$ cat config.mk
export PLATFORM = sky130hd
export DESIGN_NAME = chroma_upsample_stream
export DESIGN_NICKNAME = d
export VERILOG_FILES = /design/src/rtl/chroma_upsample_pkg.sv /design/src/rtl/upsample_row_calc.sv /design/src/rtl/chroma_upsample_stream.sv
export SDC_FILE = /design/constraint.sdc
export NUM_CORES = 1
export LEC_CHECK = 0
export ABC_CLOCK_PERIOD_IN_PS = 4900
export BUFFER_PORTS_ARGS = -buffer_cell sky130_fd_sc_hd__buf_2
export CAP_MARGIN = 30
export CELL_PAD_IN_SITES_DETAIL_PLACEMENT = 1
export CELL_PAD_IN_SITES_GLOBAL_PLACEMENT = 1
export CORE_MARGIN = 3
export CORE_UTILIZATION = 39
export DETAILED_ROUTE_END_ITERATION = 8
export GPL_TIMING_DRIVEN = 0
export PLACE_DENSITY_LB_ADDON = 0.1
export SLEW_MARGIN = 20
export SYNTH_ARGS = -nofsm -noshare
export SYNTH_HDL_FRONTEND = slang
export SYNTH_SLANG_ARGS = --single-unit
$ cat constraint.sdc
create_clock -name clk -period 4.9 [get_ports clk]
set_clock_uncertainty 0.2 [all_clocks]
set_input_delay 0.49 -clock clk [delete_from_list [all_inputs] [get_ports clk]]
set_output_delay 0.49 -clock clk [all_outputs]
set_load 0.005 [all_outputs]
$ cat src/rtl/chroma_upsample_pkg.sv
// Shared types for the chroma upsampler: mode and channel encodings plus FSM state codes.
// Build option UPSAMPLE_ROUND_EN (consumed in upsample_row_calc) selects round-half-up averaging.
package chroma_upsample_pkg;

  typedef enum logic {
    BILINEAR = 1'b0,
    NEAREST  = 1'b1
  } upsample_mode_e;

  typedef enum logic [1:0] {
    CH_Y  = 2'd0,
    CH_CB = 2'd1,
    CH_CR = 2'd2
  } ch_e;

  typedef logic [0:0] state_e;
  localparam state_e IDLE = 1'b0;
  localparam state_e EMIT = 1'b1;

endpackage

$ cat src/rtl/upsample_row_calc.sv
// Purpose: one 2x-upsampled output row from a SRC_DIM x SRC_DIM block (bilinear or replicate).
// Latency: combinational. Backpressure: none. UPSAMPLE_ROUND_EN selects (x+y+1)>>1 averaging.
module upsample_row_calc
  import chroma_upsample_pkg::*;
#(
  parameter int SRC_DIM = 4,
  parameter int PIX_W   = 8,
  localparam int DST_DIM = 2 * SRC_DIM,
  localparam int ROW_W   = $clog2(DST_DIM),
  localparam int SI_W    = $clog2(SRC_DIM)
) (
  input  logic [SRC_DIM-1:0][SRC_DIM-1:0][PIX_W-1:0] blk,
  input  logic [ROW_W-1:0]                           row_idx,
  input  logic                                       mode,
  output logic [DST_DIM-1:0][PIX_W-1:0]              row
);

  function automatic logic [PIX_W-1:0] avg(input logic [PIX_W-1:0] x, input logic [PIX_W-1:0] y);
    logic [PIX_W:0] s;
`ifdef UPSAMPLE_ROUND_EN
    s = {1'b0, x} + {1'b0, y} + {{PIX_W{1'b0}}, 1'b1};
`else
    s = {1'b0, x} + {1'b0, y};
`endif
    return PIX_W'(s >> 1);
  endfunction

  logic [SI_W-1:0] si;
  logic [SI_W-1:0] i1;
  logic            odd_row;

  assign si      = row_idx[ROW_W-1:1];
  assign odd_row = row_idx[0];
  // Bottom edge clamps to the last source row instead of reading past the block.
  assign i1      = (si == SI_W'(SRC_DIM - 1)) ? si : si + SI_W'(1);

  for (genvar j = 0; j < DST_DIM; j++) begin : g_col
    localparam logic [SI_W-1:0] SJ = SI_W'(j / 2);
    localparam logic [SI_W-1:0] J1 = (j / 2 + 1 > SRC_DIM - 1) ? SI_W'(SRC_DIM - 1) : SI_W'(j / 2 + 1);

    logic [PIX_W-1:0] pix_a;
    logic [PIX_W-1:0] pix_c;
    logic [PIX_W-1:0] r1;
    logic [PIX_W-1:0] r2;
    logic [PIX_W-1:0] pix_bil;

    assign pix_a = blk[si][SJ];
    assign pix_c = blk[i1][SJ];

    if (j % 2 == 0) begin : g_even
      assign r1 = pix_a;
      assign r2 = pix_c;
    end else begin : g_odd
      logic [PIX_W-1:0] pix_b;
      logic [PIX_W-1:0] pix_d;
      assign pix_b = blk[si][J1];
      assign pix_d = blk[i1][J1];
      assign r1    = avg(pix_a, pix_b);
      assign r2    = avg(pix_c, pix_d);
    end

    assign pix_bil = odd_row ? avg(r1, r2) : r1;
    assign row[j]  = (mode == 1'(NEAREST)) ? pix_a : pix_bil;
  end

endmodule

$ cat src/rtl/chroma_upsample_stream.sv
// Purpose: accept one Cb/Cr block, stream its 2x-upsampled rows; UPSAMPLE_ROUND_EN picks rounding.
// Latency: row 0 one cycle after accept. Backpressure: rows hold on !out_ready; in_ready tracks last-row handshake.
module chroma_upsample_stream
  import chroma_upsample_pkg::*;
#(
  parameter int SRC_DIM = 4,
  parameter int PIX_W   = 8,
  parameter int CH_W    = 2,
  localparam int DST_DIM = 2 * SRC_DIM,
  localparam int ROW_W   = $clog2(DST_DIM)
) (
  input  logic                                       clk,
  input  logic                                       rst_n,
  input  logic                                       in_valid,
  output logic                                       in_ready,
  input  logic [CH_W-1:0]                            in_ch,
  input  logic                                       in_mode,
  input  logic [SRC_DIM-1:0][SRC_DIM-1:0][PIX_W-1:0] in_block,
  output logic                                       out_valid,
  input  logic                                       out_ready,
  output logic [DST_DIM-1:0][PIX_W-1:0]              out_row,
  output logic [ROW_W-1:0]                           out_row_idx,
  output logic [CH_W-1:0]                            out_ch,
  output logic                                       out_last,
  output logic                                       drop_pulse
);

  localparam logic [ROW_W-1:0] LAST_IDX = ROW_W'(DST_DIM - 1);

  state_e                                     state_q, state_d;
  logic [SRC_DIM-1:0][SRC_DIM-1:0][PIX_W-1:0] blk_q, blk_d;
  logic                                       mode_q, mode_d;
  logic [DST_DIM-1:0][PIX_W-1:0]              out_row_q, out_row_d;
  logic [ROW_W-1:0]                           row_idx_q, row_idx_d;
  logic [CH_W-1:0]                            out_ch_q, out_ch_d;
  logic                                       out_last_q, out_last_d;
  logic                                       drop_q, drop_d;

  logic                                       accept;
  logic                                       consume;
  logic                                       ch_ok;
  logic [ROW_W-1:0]                           nxt_idx;
  logic [SRC_DIM-1:0][SRC_DIM-1:0][PIX_W-1:0] calc_blk;
  logic [ROW_W-1:0]                           calc_idx;
  logic                                       calc_mode;
  logic [DST_DIM-1:0][PIX_W-1:0]              calc_row;

  assign in_ready = (state_q == IDLE) || ((state_q == EMIT) && out_last_q && out_ready);
  assign accept   = in_valid && in_ready;
  assign consume  = (state_q == EMIT) && out_ready;
  assign ch_ok    = (in_ch == CH_W'(CH_CB)) || (in_ch == CH_W'(CH_CR));
  assign nxt_idx  = row_idx_q + ROW_W'(1);

  // On accept, row 0 is computed straight from the input so it can register without a bubble.
  always_comb begin
    calc_blk  = blk_q;
    calc_idx  = nxt_idx;
    calc_mode = mode_q;
    if (accept) begin
      calc_blk  = in_block;
      calc_idx  = '0;
      calc_mode = in_mode;
    end
  end

  upsample_row_calc #(
    .SRC_DIM (SRC_DIM),
    .PIX_W   (PIX_W)
  ) u_row_calc (
    .blk     (calc_blk),
    .row_idx (calc_idx),
    .mode    (calc_mode),
    .row     (calc_row)
  );

  always_comb begin
    state_d    = state_q;
    blk_d      = blk_q;
    mode_d     = mode_q;
    out_row_d  = out_row_q;
    row_idx_d  = row_idx_q;
    out_ch_d   = out_ch_q;
    out_last_d = out_last_q;
    drop_d     = 1'b0;
    if (accept) begin
      blk_d  = in_block;
      mode_d = in_mode;
      if (ch_ok) begin
        state_d    = EMIT;
        out_row_d  = calc_row;
        row_idx_d  = '0;
        out_ch_d   = in_ch;
        out_last_d = 1'b0;
      end else begin
        state_d    = IDLE;
        out_last_d = 1'b0;
        drop_d     = 1'b1;
      end
    end else if (consume) begin
      if (out_last_q) begin
        state_d    = IDLE;
        out_last_d = 1'b0;
      end else begin
        out_row_d  = calc_row;
        row_idx_d  = nxt_idx;
        out_last_d = (nxt_idx == LAST_IDX);
      end
    end
  end

  always_ff @(posedge clk or negedge rst_n) begin
    if (!rst_n) begin
      state_q    <= IDLE;
      mode_q     <= 1'b0;
      out_row_q  <= '0;
      row_idx_q  <= '0;
      out_ch_q   <= '0;
      out_last_q <= 1'b0;
      drop_q     <= 1'b0;
    end else begin
      state_q    <= state_d;
      mode_q     <= mode_d;
      out_row_q  <= out_row_d;
      row_idx_q  <= row_idx_d;
      out_ch_q   <= out_ch_d;
      out_last_q <= out_last_d;
      drop_q     <= drop_d;
    end
  end

  // Block buffer is only read while EMIT, so it needs no reset.
  always_ff @(posedge clk) begin
    blk_q <= blk_d;
  end

  assign out_valid   = (state_q == EMIT);
  assign out_row     = out_row_q;
  assign out_row_idx = row_idx_q;
  assign out_ch      = out_ch_q;
  assign out_last    = out_last_q;
  assign drop_pulse  = drop_q;

endmodule

* After elaboration in Yosys (flattened, before gate mapping) *
Index checks and enable logic that the tools add are counted.
W data, S select, Z words.

cells by class
  $add $sub $neg = 18
  $lt $le $gt $ge = 2
  equal/unequal tests = 6
  multiplexer cells = 41
  bitwise logic cells = 1
  reductions and logical operators = 11

operators with widths
  cell                   count
  $mux W64               4
  $add A8 B8 Y9          16
  $bmux W32 S2           2
  $mux W128              1
  $mux W8                16
  $mux W32               2
  $mux W3                5
  $mux W1                10
  $lt A2 B3 Y1 const B   2
  $eq A2 B2 Y1 const B   2
  $logic_and A1 B1 Y1    4
  $ne A2 B1 Y1 const B   2
  $reduce_and A2 Y1      2
  $reduce_bool A2 Y1     2
  $add A3 B1 Y3 const B  1
  $eq A3 B3 Y1 const B   1
  $reduce_and A3 Y1      1
  $add A2 B1 Y2 const B  1
  $eq A2 B1 Y1 const B   1
  $logic_or A1 B1 Y1     2
  $mux W2                1
  $not A1 Y1             1

storage, ports and cells
  register bits = 201
  word-level logic and storage cells = 109

* Depth between registers and ports, before layout *
Gate-level depths: netlist (run 1).

  depth in word-level cells = 16
  mapped depth = 26

* By module *
From an unflattened synthesis (run 1), not the netlist that was laid out.

unflattened totals
  cells, all modules = 1556
  area total of the unflattened synthesis = 13357.8 um^2

modules (own cells, without submodules)
  module                  instances  cells each  area each (um^2)
  chroma_upsample_stream  1          724         6998.0
  upsample_row_calc       1          832         6359.8

* Worst setup path after synthesis (run 1) *
No wires, ideal clock.

  kind = register -> register
  from = register row_idx_q[0] (netlist: out_row_idx[0])
  to = register out_row_q, in the netlist out_row[46]
  library setup time = 0.126 ns
  arrival = 4.914 ns
  required time = 4.574 ns
  path slack = -0.340 ns
  stages on the path, launching flop included = 24
  buffers on the path = 6
  period minus slack after synthesis = 5.240 ns
  path through = dfrtp_1 clkbuf_1 inv_1 ha_1 buf_4 buf_6 buf_2 buf_2 buf_2 mux4_2 nand2_1 nand2_1 fa_1 a21o_1 a21oi_1 o21bai_1 a21oi_1 o21bai_1 a21o_1 ha_1 mux2i_1 o21ai_0 a221o_1 o32a_1

on the way
  cells in the longest elaborated chain, start to end = 13
  elaborated cells on any way between the ends = 18
  classes of those cells = add/sub (5); eq/ne (1); mux (12)

ends and longest elaborated chain
  element                                        RTL line                                          text
  start: declaration                             chroma_upsample_stream.sv:34                      logic [ROW_W-1:0] row_idx_q, row_idx_d;
  start signal: assignment                       chroma_upsample_stream.sv:124                     row_idx_q <= row_idx_d;
  $add A3 B1 Y3 *                                chroma_upsample_stream.sv:52                      assign nxt_idx = row_idx_q + ROW_W'(1);
  $mux W3 *                                      chroma_upsample_stream.sv:59                      if (accept) begin
  $add A2 B1 Y2 or $eq A2 B2 Y1 (tied branches)  upsample_row_calc.sv:35                           assign i1 = (si == SI_W'(SRC_DIM - 1)) ? si : si + SI_W'(1);
  $mux W2                                        upsample_row_calc.sv:35
  $bmux W32 S2                                   upsample_row_calc.sv:48, upsample_row_calc.sv:57
  $mux W32                                       n/a
  $add A8 B8 Y9 (2 in a row)                     upsample_row_calc.sv:23                           s = {1'b0, x} + {1'b0, y};
  $mux W8                                        upsample_row_calc.sv:62                           assign pix_bil = odd_row ? avg(r1, r2) : r1;
  $mux W8 *                                      upsample_row_calc.sv:63                           assign row[j] = (mode == 1'(NEAREST)) ? pix_a : pix_bil;
  $mux W64                                       chroma_upsample_stream.sv:100                     if (out_last_q) begin
  $mux W64                                       chroma_upsample_stream.sv:99                      end else if (consume) begin
  $mux W64 *                                     chroma_upsample_stream.sv:85                      if (accept) begin
  end signal: assignment                         chroma_upsample_stream.sv:123                     out_row_q <= out_row_d;
  end: declaration                               chroma_upsample_stream.sv:33                      logic [DST_DIM-1:0][PIX_W-1:0] out_row_q, out_row_d;

Mark *: on every way between the ends. The rest lies on a longest branch, timed or not. The select of a mux whose other input is x is not followed.
A chain may end at the register's enable or synchronous reset.

* Worst setup path after layout (run 1) *
Ends and elaborated chain as after synthesis.

==> results by group, run 1 <==
Run status
  – Status: finished with violations
  – Failing checks: setup timing

Clock network
  – CTS max path bufs: 2
  – Num Clock Sinks: around 190
  – Clock buffer count from CTS: 17
  – CTS root buffer: clkbuf_16
  – CTS H-tree depth: 4
  – CTS tree: done
  – Clk_lat worst skew: 0.48 ns
  – Clock slew at reported path FFs: 0.08 ns

Placement
  – Placed insts: approximately 2,400
  – Post-DP HPWL: around 48,000 um
  – Routability cong.: 0.932
  – PortBufs: 207

Yosys
  – Post-Syn Area: 13,800 um^2
  – Yosys warning count: 0
  – Register area share after synthesis: a little under a third
  – Post-Syn Nets: 1,940
  – Synth Register Bits: 193
  – Syn avg cell area: 8.06 um^2
  – Post-synth cell types: 92
  – Synth Instances: 1,711
  – Post-synth EDFFs: 0
  – Asr flop ratio synth: around a third
  – Top FF cell, synth: dfxtp_1

Timing
  – Worst Slack Setup Final: -0.0470 ns
  – Final Max Tran Viols: 0
  – Clock period minus worst slack: 4.95 ns
  – Slew HR: roughly a third
  – F_max: 0.202 GHz
  – Hold Fails Final Rpt: 0
  – Tcrit/Tclk final: 101%
  – RSZ-0062 raised after global routing: yes
  – # setup viols final: 5
  – Tightest Pin Transition: a little under 1 ns

Hold path
  – Hold Crit Class: in -> reg

Global routing
  – Initial antenna violation count: 1
  – Total GRT Usage: 33.5%
  – GRT overflow: 0
  – Vias in the first global route: roughly 16,000
  – Largest net degree at the start of global routing: 44
  – First-pass GRT wire length: 96,000 um

Detailed routing
  – DRT iter0 DRCs: between 1,000 and 1,500
  – Via density: 6.00
  – # DRC: 0
  – Via count: 15,200
  – Routed WL: approximately 66,000 um
  – Routed Antenna Nets: 0
  – First-pass DRT Iterations: 5
  – Routed len/inst: 25.9 um

Final layout
  – Commonest cells after routing, fill and taps aside: 400 x nand2_1, 221 x buf_2, 128 x dfxtp_1
  – Fin cells: approximately 2,500
  – Commonest non-fill, non-tap cell in the layout: nand2_1
  – Layout area overhead: 33.5%
  – Fin nets: 2,293
  – Antenna Diode Count: 0
  – Fillers: 4,168
  – Layout cells sized above 1: 30.1%

Floorplanning
  – Die X-Extent: 194 um
  – Std cell rows: 68
  – Die Ht: 194 um
  – Core area: 34,700 um^2
  – Ports: roughly 210
  – Initial core utilization: between 30 and 40%
  – Die area: between 30,000 and 40,000 um^2

Worst setup path
  – Crit Path Max Fanout: 8
  – WP data arrival: about 5.1 ns
  – Setup crit start kind: flip-flop
  – Critical Path RT: a little over 5 ns
  – Crit. End Element: flip-flop
  – Kind of critical path: reg -> reg

Flow run
  – Number of max-cap violations: 0
## cell usage after synthesis (10+ instances only)
library cell	instances	area share [%]
nand2_1	406	11
dfxtp_1	128	19
nor2_1	103	2.8
a21oi_1	86	3.1
ha_1	85	7.7
o21ai_0	84	3.0
dfrtp_1	65	12
inv_1	55	1.5
xnor2_1	48	3.0
nand3_1	47	1.7
clkbuf_1	41	1.1
buf_2	33	1.2
mux2_2	33	2.7
a211oi_1	30	1.6
mux2i_1	24	1.7
nor3_1	24	0.87
a21o_1	23	1.3
nor2b_1	23	1.0
o22ai_1	22	1.0
xor2_1	22	1.4
o21bai_1	19	1.0
a31oi_1	18	0.82
mux4_2	17	2.8
buf_4	15	0.82
o21ai_1	14	0.51
or3_1	14	0.63
o21a_1	12	0.65
nand2b_1	11	0.50
a222oi_1	10	0.73
and3_1	10	0.45
## per-stage QoR
stage | utilization [%] | area (um^2) | setup TNS, ns | hold slack (ns) | worst slack [ns]
finish | 53.0 | 18400 | -0.128 | 0.00446 | -0.0470
global route | 53.0 | 18400 | -1.37 | 0.00848 | -0.231
CTS | 51.1 | 17700 | -0.00638 | 0.000621 | -0.00576
detailed placement | 44.6 | 15500 | -36.64 | 0.238 | -1.91
global placement | 44.5 | 15400 | -40.31 | 0.227 | -1.92
floorplan | - | 13800 | 0 | -0.00559 | 0.0139
## critical path, stage by stage (launching register included)
cell	delay, ns
dfrtp_2	0.45
buf_6	0.13
ha_4	0.19
xnor2_4	0.19
buf_12	0.14
buf_12	0.12
buf_12	0.12
mux4_2	0.54
nand2_4	0.11
nand2_8	0.10
fa_2	0.43
a21o_1	0.20
a21oi_2	0.16
o21bai_1	0.11
a21oi_2	0.16
o21bai_1	0.11
a21o_1	0.19
ha_4	0.29
mux2i_2	0.22
o21ai_1	0.08
a221o_1	0.28
o32a_1	0.28
## registers in the layout (all words and copies together), names as in the netlist
name / cells
blk_q: 128
out_row: 56
out_row_idx: 3
out_ch: 2
drop_pulse: 1
mode_q: 1
out_last: 1
out_valid: 1
## path summary, 6_finish.rpt
kind	endpoint	from	depth (start not counted)	slack [ns]
worst min register to register	blk_q[31]$_DFF_P_	blk_q[31]$_DFF_P_	2	0.24
worst min-delay path	blk_q[122]$_DFF_P_	in_block[122]	3	0.004
worst max register to register	out_row[46]$_DFFE_PN0P_	out_row_idx[0]$_DFFE_PN0P_	21	-0.05
min in group asynchronous	out_row[2]$_DFFE_PN0P_	rst_n	2	0.31
worst max-delay path	out_row[46]$_DFFE_PN0P_	out_row_idx[0]$_DFFE_PN0P_	21	-0.05
max in group asynchronous	out_row[50]$_DFFE_PN0P_	rst_n	3	3.61
## per-layer routing
| metal | GRT usage [%] | share of wire (%) | vias to the layer above |
|---|---|---|---|
| met5 | 0 | 0 | - |
| met4 | 15.9 | 5.2 | 0 |
| met3 | 4.97 | 6.6 | 174 |
| met2 | 55.9 | 47 | 676 |
| met1 | 42.7 | 42 | 7588 |
| li1 | - | - | 6759 |
## timing repair
action                                  in CTS  in global routing
hold endpoints to repair                    60                  0
setup buffers                               58                 23
hold buffers                                39                  0
pin swaps                                   43                 63
resized for setup                          191                105
endpoints found under the setup margin      42                 15
cloned                                       1                  0
## logic make-up (layout without fill, tap and decap cells)
logic type | after synthesis | count (layout) | synth area share (%)
and+or+nand+nor | 672 | 672 | 20.9
AOI/OAI and AO/OA | 439 | 439 | 22.1
DFF | 193 | 193 | 30.4
buffers and inverters | 163 | 529 | 5.36
adders and majority gates | 94 | 94 | 9.02
muxes | 79 | 79 | 7.70
xor gates and xnor gates | 71 | 71 | 4.56
## final cells by class
cell class	instances	area, um^2	share of cell area (%)
multi-input cells	1355	9800	53.2
flip-flops and latches	193	4190	22.8
repair buffers	334	2180	11.8
plain buffers	102	867	4.71
well taps	455	569	3.09
clock buffers	18	429	2.33
inverters	61	231	1.26
clock inverters	14	141	0.768
Power of run 1 is left out: the tool's default activity adds up to more than one toggle a clock period on the data nets, which glitch-free logic cannot reach.
==> run 2, diff against run 1 <==
Settings changed: ABC_CLOCK_PERIOD_IN_PS 4900 to default, HOLD_SLACK_MARGIN from default to 0.06.
==> run 2 against run 1 <==
Against the previous run: the run still ends with setup timing left; non-clock buffer count increased by 34; hold slack better by 0.066 ns; critical path depth down 1; global-route usage grew 0.40 points; final area rose by 1.7%; setup slack lost 0.052 ns; register-to-register slack worse by 0.05 ns; die area stayed put; sequential cell count is the same; fmax is 1.0% lower; sequential share of layout area fell by 0.38 points; clock-buffer cell count did not move; critical path type unchanged; critical endpoint is now out_row[29]$_DFFE_PN0P_; largest cell class unchanged.
==> results by group, run 2 (same netlist as run 1, synthesis figures left out) <==
Timing
  – Clock period minus worst slack: 5.00 ns (was 4.95 ns)
  – TNS Setup: -0.271 ns (was -0.128 ns)
  – Final hold slack: 0.0701 ns (was 0.00446 ns)
  – RSZ-0062 raised after global routing: yes (unchanged)
  – Hold Fails Final Rpt: 0 (unchanged)
  – F_max: 0.200 GHz (was 0.202 GHz)
  – Tightest Pin Transition: 0.980 ns (was 0.991 ns)
  – Slew HR: 34.7% (was 34.0%)
  – Worst Slack Setup Final: -0.0987 ns (was -0.0470 ns)
  – Final Max Tran Viols: 0 (unchanged)
  – Tcrit/Tclk final: 102% (was 101%)
  – # setup viols final: 7 (was 5)

Final layout
  – Multi-input logic area: 9790 um^2 (was 9800 um^2)
  – Fillers: 4,138 (was 4,168)
  – Layout cells sized above 1: 29.6% (was 30.1%)
  – Register Area: 4190 um^2 (unchanged)
  – Final Core Density: 53.9% (was 53.0%)
  – Design area: 18,700 um^2 (was 18,400 um^2)
  – Commonest cells after routing, fill and taps aside: 400 x nand2_1, 220 x buf_2, 128 x dfxtp_1 (was 400 x nand2_1, 221 x buf_2, 128 x dfxtp_1)
  – Layout area overhead: 35.7% (was 33.5%)
  – Top reg by flops: blk_q (unchanged)
  – Commonest non-fill, non-tap cell in the layout: nand2_1 (unchanged)
  – Antenna Diode Count: 0 (unchanged)
  – Largest register FFs: 128 (unchanged)
  – Fin nets: 2,327 (was 2,293)

Hold path
  – Hold Crit Class: in -> reg (unchanged)

Placement
  – PortBufs: 207 (unchanged)
  – Post-DP HPWL: 48,300 um (unchanged)
  – Placed inst area: 15,500 um^2 (unchanged)
  – Routability cong.: 0.932 (unchanged)

Global routing
  – Largest net degree at the start of global routing: 44 (unchanged)
  – Total GRT Usage: 33.9% (was 33.5%)
  – GRT overflow: 0 (unchanged)
  – First-pass GRT wire length: 97,300 um (was 96,000 um)
  – Vias in the first global route: 16,100 (was 15,900)
  – Initial antenna violation count: 1 (unchanged)

Detailed routing
  – Via count: 15,300 (was 15,200)
  – DRT iter0 DRCs: 1,086 (was 1,120)
  – Routed Antenna Nets: 0 (unchanged)
  – Via density: 5.98 (was 6.00)
  – First-pass DRT Iterations: 7 (was 5)
  – Routed WL: 66,400 um (was 65,600 um)
  – Routed len/inst: 25.9 um (about the same)
  – # DRC: 0 (unchanged)

Worst setup path
  – Crit Path Max Fanout: 7 (was 8)
  – Crit. End Element: flip-flop (unchanged)
  – Kind of critical path: reg -> reg (unchanged)
  – Critical path, cell by cell: buf_6 -> ha_4 -> xnor2_4 -> buf_12 -> buf_12 -> buf_12 -> mux4_2 -> nand2_4 -> nand2_8 -> fa_2 -> a21o_1 -> a21oi_2 -> xnor2_1 -> ha_1 -> a21oi_2 -> o21bai_1 -> a21oi_2 -> xnor2_1 -> a222oi_1 -> o21ai_1 (was buf_6 -> ha_4 -> xnor2_4 -> buf_12 -> buf_12 -> buf_12 -> mux4_2 -> nand2_4 -> nand2_8 -> fa_2 -> a21o_1 -> a21oi_2 -> o21bai_1 -> a21oi_2 -> o21bai_1 -> a21o_1 -> ha_4 -> mux2i_2 -> o21ai_1 -> a221o_1 -> o32a_1)
  – Setup crit start kind: flip-flop (unchanged)
  – WP data arrival: 5.15 ns (was 5.11 ns)
  – Critical Path RT: 5.05 ns (was 5.07 ns)
  – CP max stage cell: mux4_2 (unchanged)
  – Max stage delay on crit path: 0.54 ns (about the same)

Clock network
  – Num Clock Sinks: 193 (unchanged)
  – CTS max path bufs: 2 (unchanged)
  – CTS H-tree depth: 4 (unchanged)
  – Clk_lat worst skew: 0.48 ns (about the same)
  – Clock slew at reported path FFs: 0.08 ns (about the same)
  – Clock buffer count from CTS: 17 (unchanged)
  – CTS tree: done (unchanged)
  – CTS root buffer: clkbuf_16 (unchanged)

Floorplanning
  – Std cell rows: 68 (unchanged)
  – Die area: 37,700 um^2 (unchanged)
  – Core area: 34,700 um^2 (unchanged)
  – Die X-Extent: 194 um (unchanged)
  – Ports: 208 (unchanged)
  – Initial core utilization: 39.7% (unchanged)
  – Die Ht: 194 um (unchanged)

Run status
  – Failing checks: setup timing (unchanged)
  – Status: finished with violations (unchanged)

Flow run
  – Number of max-cap violations: 0 (unchanged)
-- run 2: what timing repair did --
| item | in CTS | in global routing |
|---|---|---|
| gates cloned | 1 | 0 |
| setup buffers | 58 | 23 |
| pin swaps | 43 | 64 |
| hold buffers | 73 | 0 |
| resized for setup | 191 | 99 |
| endpoints found under the hold margin | 94 | 0 |
| endpoints found under the setup margin | 42 | 15 |
-- run 2: area by class of cell --
class                      instances  share of cell area [%]
inverter                          61                    1.24
multi-input combinational       1355                    52.3
sequential                       193                    22.4
tap                              455                    3.04
timing repair buffer             368                    13.5
buffer                           102                    4.53
clock buffer                      18                    2.29
clock inverter                    14                   0.755
-- run 2: final timing paths --
kind,startpoint,to,slack (ns),cells past startpoint
min in group asynchronous,rst_n,out_row[2]$_DFFE_PN0P_,0.30,2
hold / removal,in_block[81],blk_q[81]$_DFF_P_,0.07,2
setup / recovery,out_row_idx[0]$_DFFE_PN0P_,out_row[29]$_DFFE_PN0P_,-0.1,20
max in group asynchronous,rst_n,out_row[50]$_DFFE_PN0P_,3.62,3
setup reg to reg,out_row_idx[0]$_DFFE_PN0P_,out_row[29]$_DFFE_PN0P_,-0.1,20
hold reg to reg,blk_q[31]$_DFF_P_,blk_q[31]$_DFF_P_,0.24,2
-- run 2: metrics by stage --
step / worst slack, ns / std cells
finish: -0.0987 / 2566
global route: -0.247 / 2566
CTS: -0.00576 / 2542
detailed placement: -1.91 / 2378
global placement: -1.92 / 2373
floorplan: 0.0139 / 1711
-- run 2: routing by layer --
layer	part of all wire [%]	up-vias	global-route usage (%)
met4	4.7	2	15.5
met2	47	649	56.9
met1	41	7714	43.0
met5	0.020	-	0
li1	-	6821	-
met3	7.2	146	5.26
-- run 2: worst max-delay path, delay by kind of cell (launching register included) --
family / cells / cell delay [ns]
AO/OA/AOI/OAI: 7 / 1.43
adder cells (fa/ha/maj): 3 / 1.00
multiplexers: 1 / 0.54
buffers and inverters: 4 / 0.51
XOR/XNOR: 3 / 0.50
flip-flops: 1 / 0.45
AND/OR/NAND/NOR: 2 / 0.21
Power of run 2 is left out for the same reason.
==> run 3, diff against run 2 <==
Settings changed: CORE_UTILIZATION 39 to 43, GPL_TIMING_DRIVEN 0 to 1.
Clock period 4.9 ns to 5.4 ns, I/O delays scaled along.
==> run 3 against run 2 <==
Against the previous run: the flow now finishes without violations; setup slack improved by 0.45 ns; die area decreased by 9.0%; register-to-register slack improved by 0.45 ns; core utilization decreased by 0.72 points; sequential cell count unchanged; first-iteration DRC count decreased by 23%; global-route usage decreased by 3.3 points; routed wire length decreased by 22%; final cell count decreased by 8.1%; via count decreased by 11%; critical endpoint is now out_row[46]$_DFFE_PN0P_; largest cell class unchanged; highest routed layer is now met4.
==> results by group, run 3 (same netlist as run 1, synthesis figures left out) <==
Floorplanning
  – Die X-Extent: 185 um (was 194 um)
  – Die area: 34,300 um^2 (was 37,700 um^2)
  – Std cell rows: 64 (was 68)
  – Core area: 31,100 um^2 (was 34,700 um^2)
  – Ports: 208 (unchanged)
  – Initial core utilization: 44.4% (was 39.7%)
  – Die Ht: 185 um (was 194 um)

Worst setup path
  – Kind of critical path: reg -> reg (unchanged)
  – Critical path, cell by cell: a21boi_4 -> nor2_4 -> buf_4 -> mux2_2 -> a211o_1 -> o211ai_1 -> inv_1 -> ha_1 -> a21o_1 -> a21oi_1 -> o21bai_1 -> a21oi_1 -> o21bai_1 -> a21o_1 -> ha_1 -> mux2i_1 -> o21ai_0 -> a221o_1 -> o32a_1 (was buf_6 -> ha_4 -> xnor2_4 -> buf_12 -> buf_12 -> buf_12 -> mux4_2 -> nand2_4 -> nand2_8 -> fa_2 -> a21o_1 -> a21oi_2 -> xnor2_1 -> ha_1 -> a21oi_2 -> o21bai_1 -> a21oi_2 -> xnor2_1 -> a222oi_1 -> o21ai_1)
  – Setup crit start kind: flip-flop (unchanged)
  – Crit Path Max Fanout: 9 (was 7)
  – Crit. End Element: flip-flop (unchanged)
  – CP max stage cell: dfrtp_1 (was mux4_2)
  – Max stage delay on crit path: 0.45 ns (was 0.54 ns)
  – WP data arrival: 5.20 ns (was 5.15 ns)
  – CP delay by family, top: compound AO/OA/AOI/OAI gates (unchanged)
  – Critical Path RT: 5.55 ns (was 5.05 ns)
  – Worst Path Buf+Inv: 2 (was 4)

Clock network
  – CTS tree: done (unchanged)
  – CTS root buffer: clkbuf_16 (unchanged)
  – Num Clock Sinks: 193 (unchanged)
  – Clk_lat worst skew: 0.47 ns (was 0.48 ns)
  – CTS max path bufs: 2 (unchanged)
  – Clock slew at reported path FFs: 0.07 ns (was 0.08 ns)
  – CTS H-tree depth: 4 (unchanged)
  – Clock buffer count from CTS: 17 (unchanged)
  – Post-CTS setup buffers: 0 (was 58)

Final layout
  – Design area: 16,500 um^2 (was 18,700 um^2)
  – Fin cells: 2,358 (was 2,566)
  – Layout area overhead: 19.8% (was 35.7%)
  – Largest register FFs: 128 (unchanged)
  – Commonest non-fill, non-tap cell in the layout: nand2_1 (unchanged)
  – Top reg by flops: blk_q (unchanged)
  – Antenna Diode Count: 0 (unchanged)
  – Commonest cells after routing, fill and taps aside: 405 x nand2_1, 206 x buf_2, 128 x dfxtp_1 (was 400 x nand2_1, 220 x buf_2, 128 x dfxtp_1)
  – Fin nets: 2,178 (was 2,327)
  – Layout cells sized above 1: 22.0% (was 29.6%)
  – Fillers: 3,854 (was 4,138)

Global routing
  – GRT overflow: 0 (unchanged)
  – Vias in the first global route: 14,500 (was 16,100)
  – Largest net degree at the start of global routing: 66 (was 44)
  – Initial antenna violation count: 0 (was 1)
  – First-pass GRT wire length: 80,700 um (was 97,300 um)
  – Total GRT Usage: 30.6% (was 33.9%)

Placement
  – Placed insts: 2,299 (was 2,378)
  – Routability cong.: 0.922 (was 0.932)
  – Post-DP HPWL: 40,100 um (was 48,300 um)
  – PortBufs: 207 (unchanged)
  – Placed inst area: 15,600 um^2 (was 15,500 um^2)

Timing
  – Tightest Pin Transition: 0.840 ns (was 0.980 ns)
  – Slew HR: 43.8% (was 34.7%)
  – # setup viols final: 0 (was 7)
  – F_max: 0.198 GHz (was 0.200 GHz)
  – RSZ-0062 raised after global routing: no (was yes)
  – TNS Setup: 0 ns (was -0.271 ns)
  – Final Max Tran Viols: 0 (unchanged)
  – Clock period minus worst slack: 5.05 ns (was 5.00 ns)
  – Hold Fails Final Rpt: 0 (unchanged)
  – Tcrit/Tclk final: 93.5% (was 102%)

Detailed routing
  – First-pass DRT Iterations: 7 (unchanged)
  – Routed WL: 51,700 um (was 66,400 um)
  – Routed Antenna Nets: 0 (unchanged)
  – DRT iter0 DRCs: 833 (was 1,086)
  – Routed len/inst: 21.9 um (was 25.9 um)
  – Via count: 13,700 (was 15,300)
  – Via density: 5.81 (was 5.98)
  – # DRC: 0 (unchanged)

Run status
  – Status: complete, no violations (was finished with violations)

Hold path
  – Hold Crit Class: in -> reg (unchanged)

Flow run
  – Number of max-cap violations: 0 (unchanged)
run 3: final timing paths:
path / depth (start not counted) / end / slack (ns) / start
setup / recovery: 19 / out_row[46]$_DFFE_PN0P_ / 0.35 / out_valid$_DFFE_PN0P_
hold / removal: 3 / blk_q[74]$_DFF_P_ / 0.07 / in_block[74]
setup reg to reg: 19 / out_row[46]$_DFFE_PN0P_ / 0.35 / out_valid$_DFFE_PN0P_
hold reg to reg: 2 / blk_q[31]$_DFF_P_ / 0.25 / blk_q[31]$_DFF_P_
max in group asynchronous: 3 / drop_pulse$_DFF_PN0_ / 4.14 / rst_n
min in group asynchronous: 2 / out_row[0]$_DFFE_PN0P_ / 0.29 / rst_n
run 3: final cells by class:
class,instances,area [um^2],area share [%]
multi-input cells,1355,8960,54.2
flip-flops and latches,193,4190,25.3
repair buffers,321,2040,12.4
clock buffers,24,526,3.18
well taps,396,495,3.00
inverters,61,231,1.40
clock inverters,8,83.8,0.507
run 3: per-stage QoR:
step | worst slack, ns | hold WS, ns | utilization (%)
after floorplan | 0.160 | 0.0444 | -
after global placement | 0.300 | 0.228 | 50.2
after detailed placement | 0.179 | 0.236 | 50.2
after CTS | 0.251 | 0.0604 | 53.0
after global routing | 0.0118 | 0.0668 | 53.2
final | 0.349 | 0.0672 | 53.2
run 3: metal layers:
layer	vias up	wire length (um)	global-route usage, %
li1	6531	-	-
met1	6702	21800	37.8
met2	370	25000	52.7
met3	102	2230	3.61
met4	0	2690	15.5
met5	-	0	0
run 3: repair_timing:
action | in CTS | in global routing
gates resized for setup | 0 | 9
setup endpoints to repair | 0 | 8
hold buffers | 24 | 1
endpoints found under the hold margin | 24 | 15
run 3: tightest hold or removal path, cell delays in order:
cell,delay [ns]
buf_2,0.07
nand2_1,0.04
nand2_1,0.05
Power of run 3 is left out for the same reason.
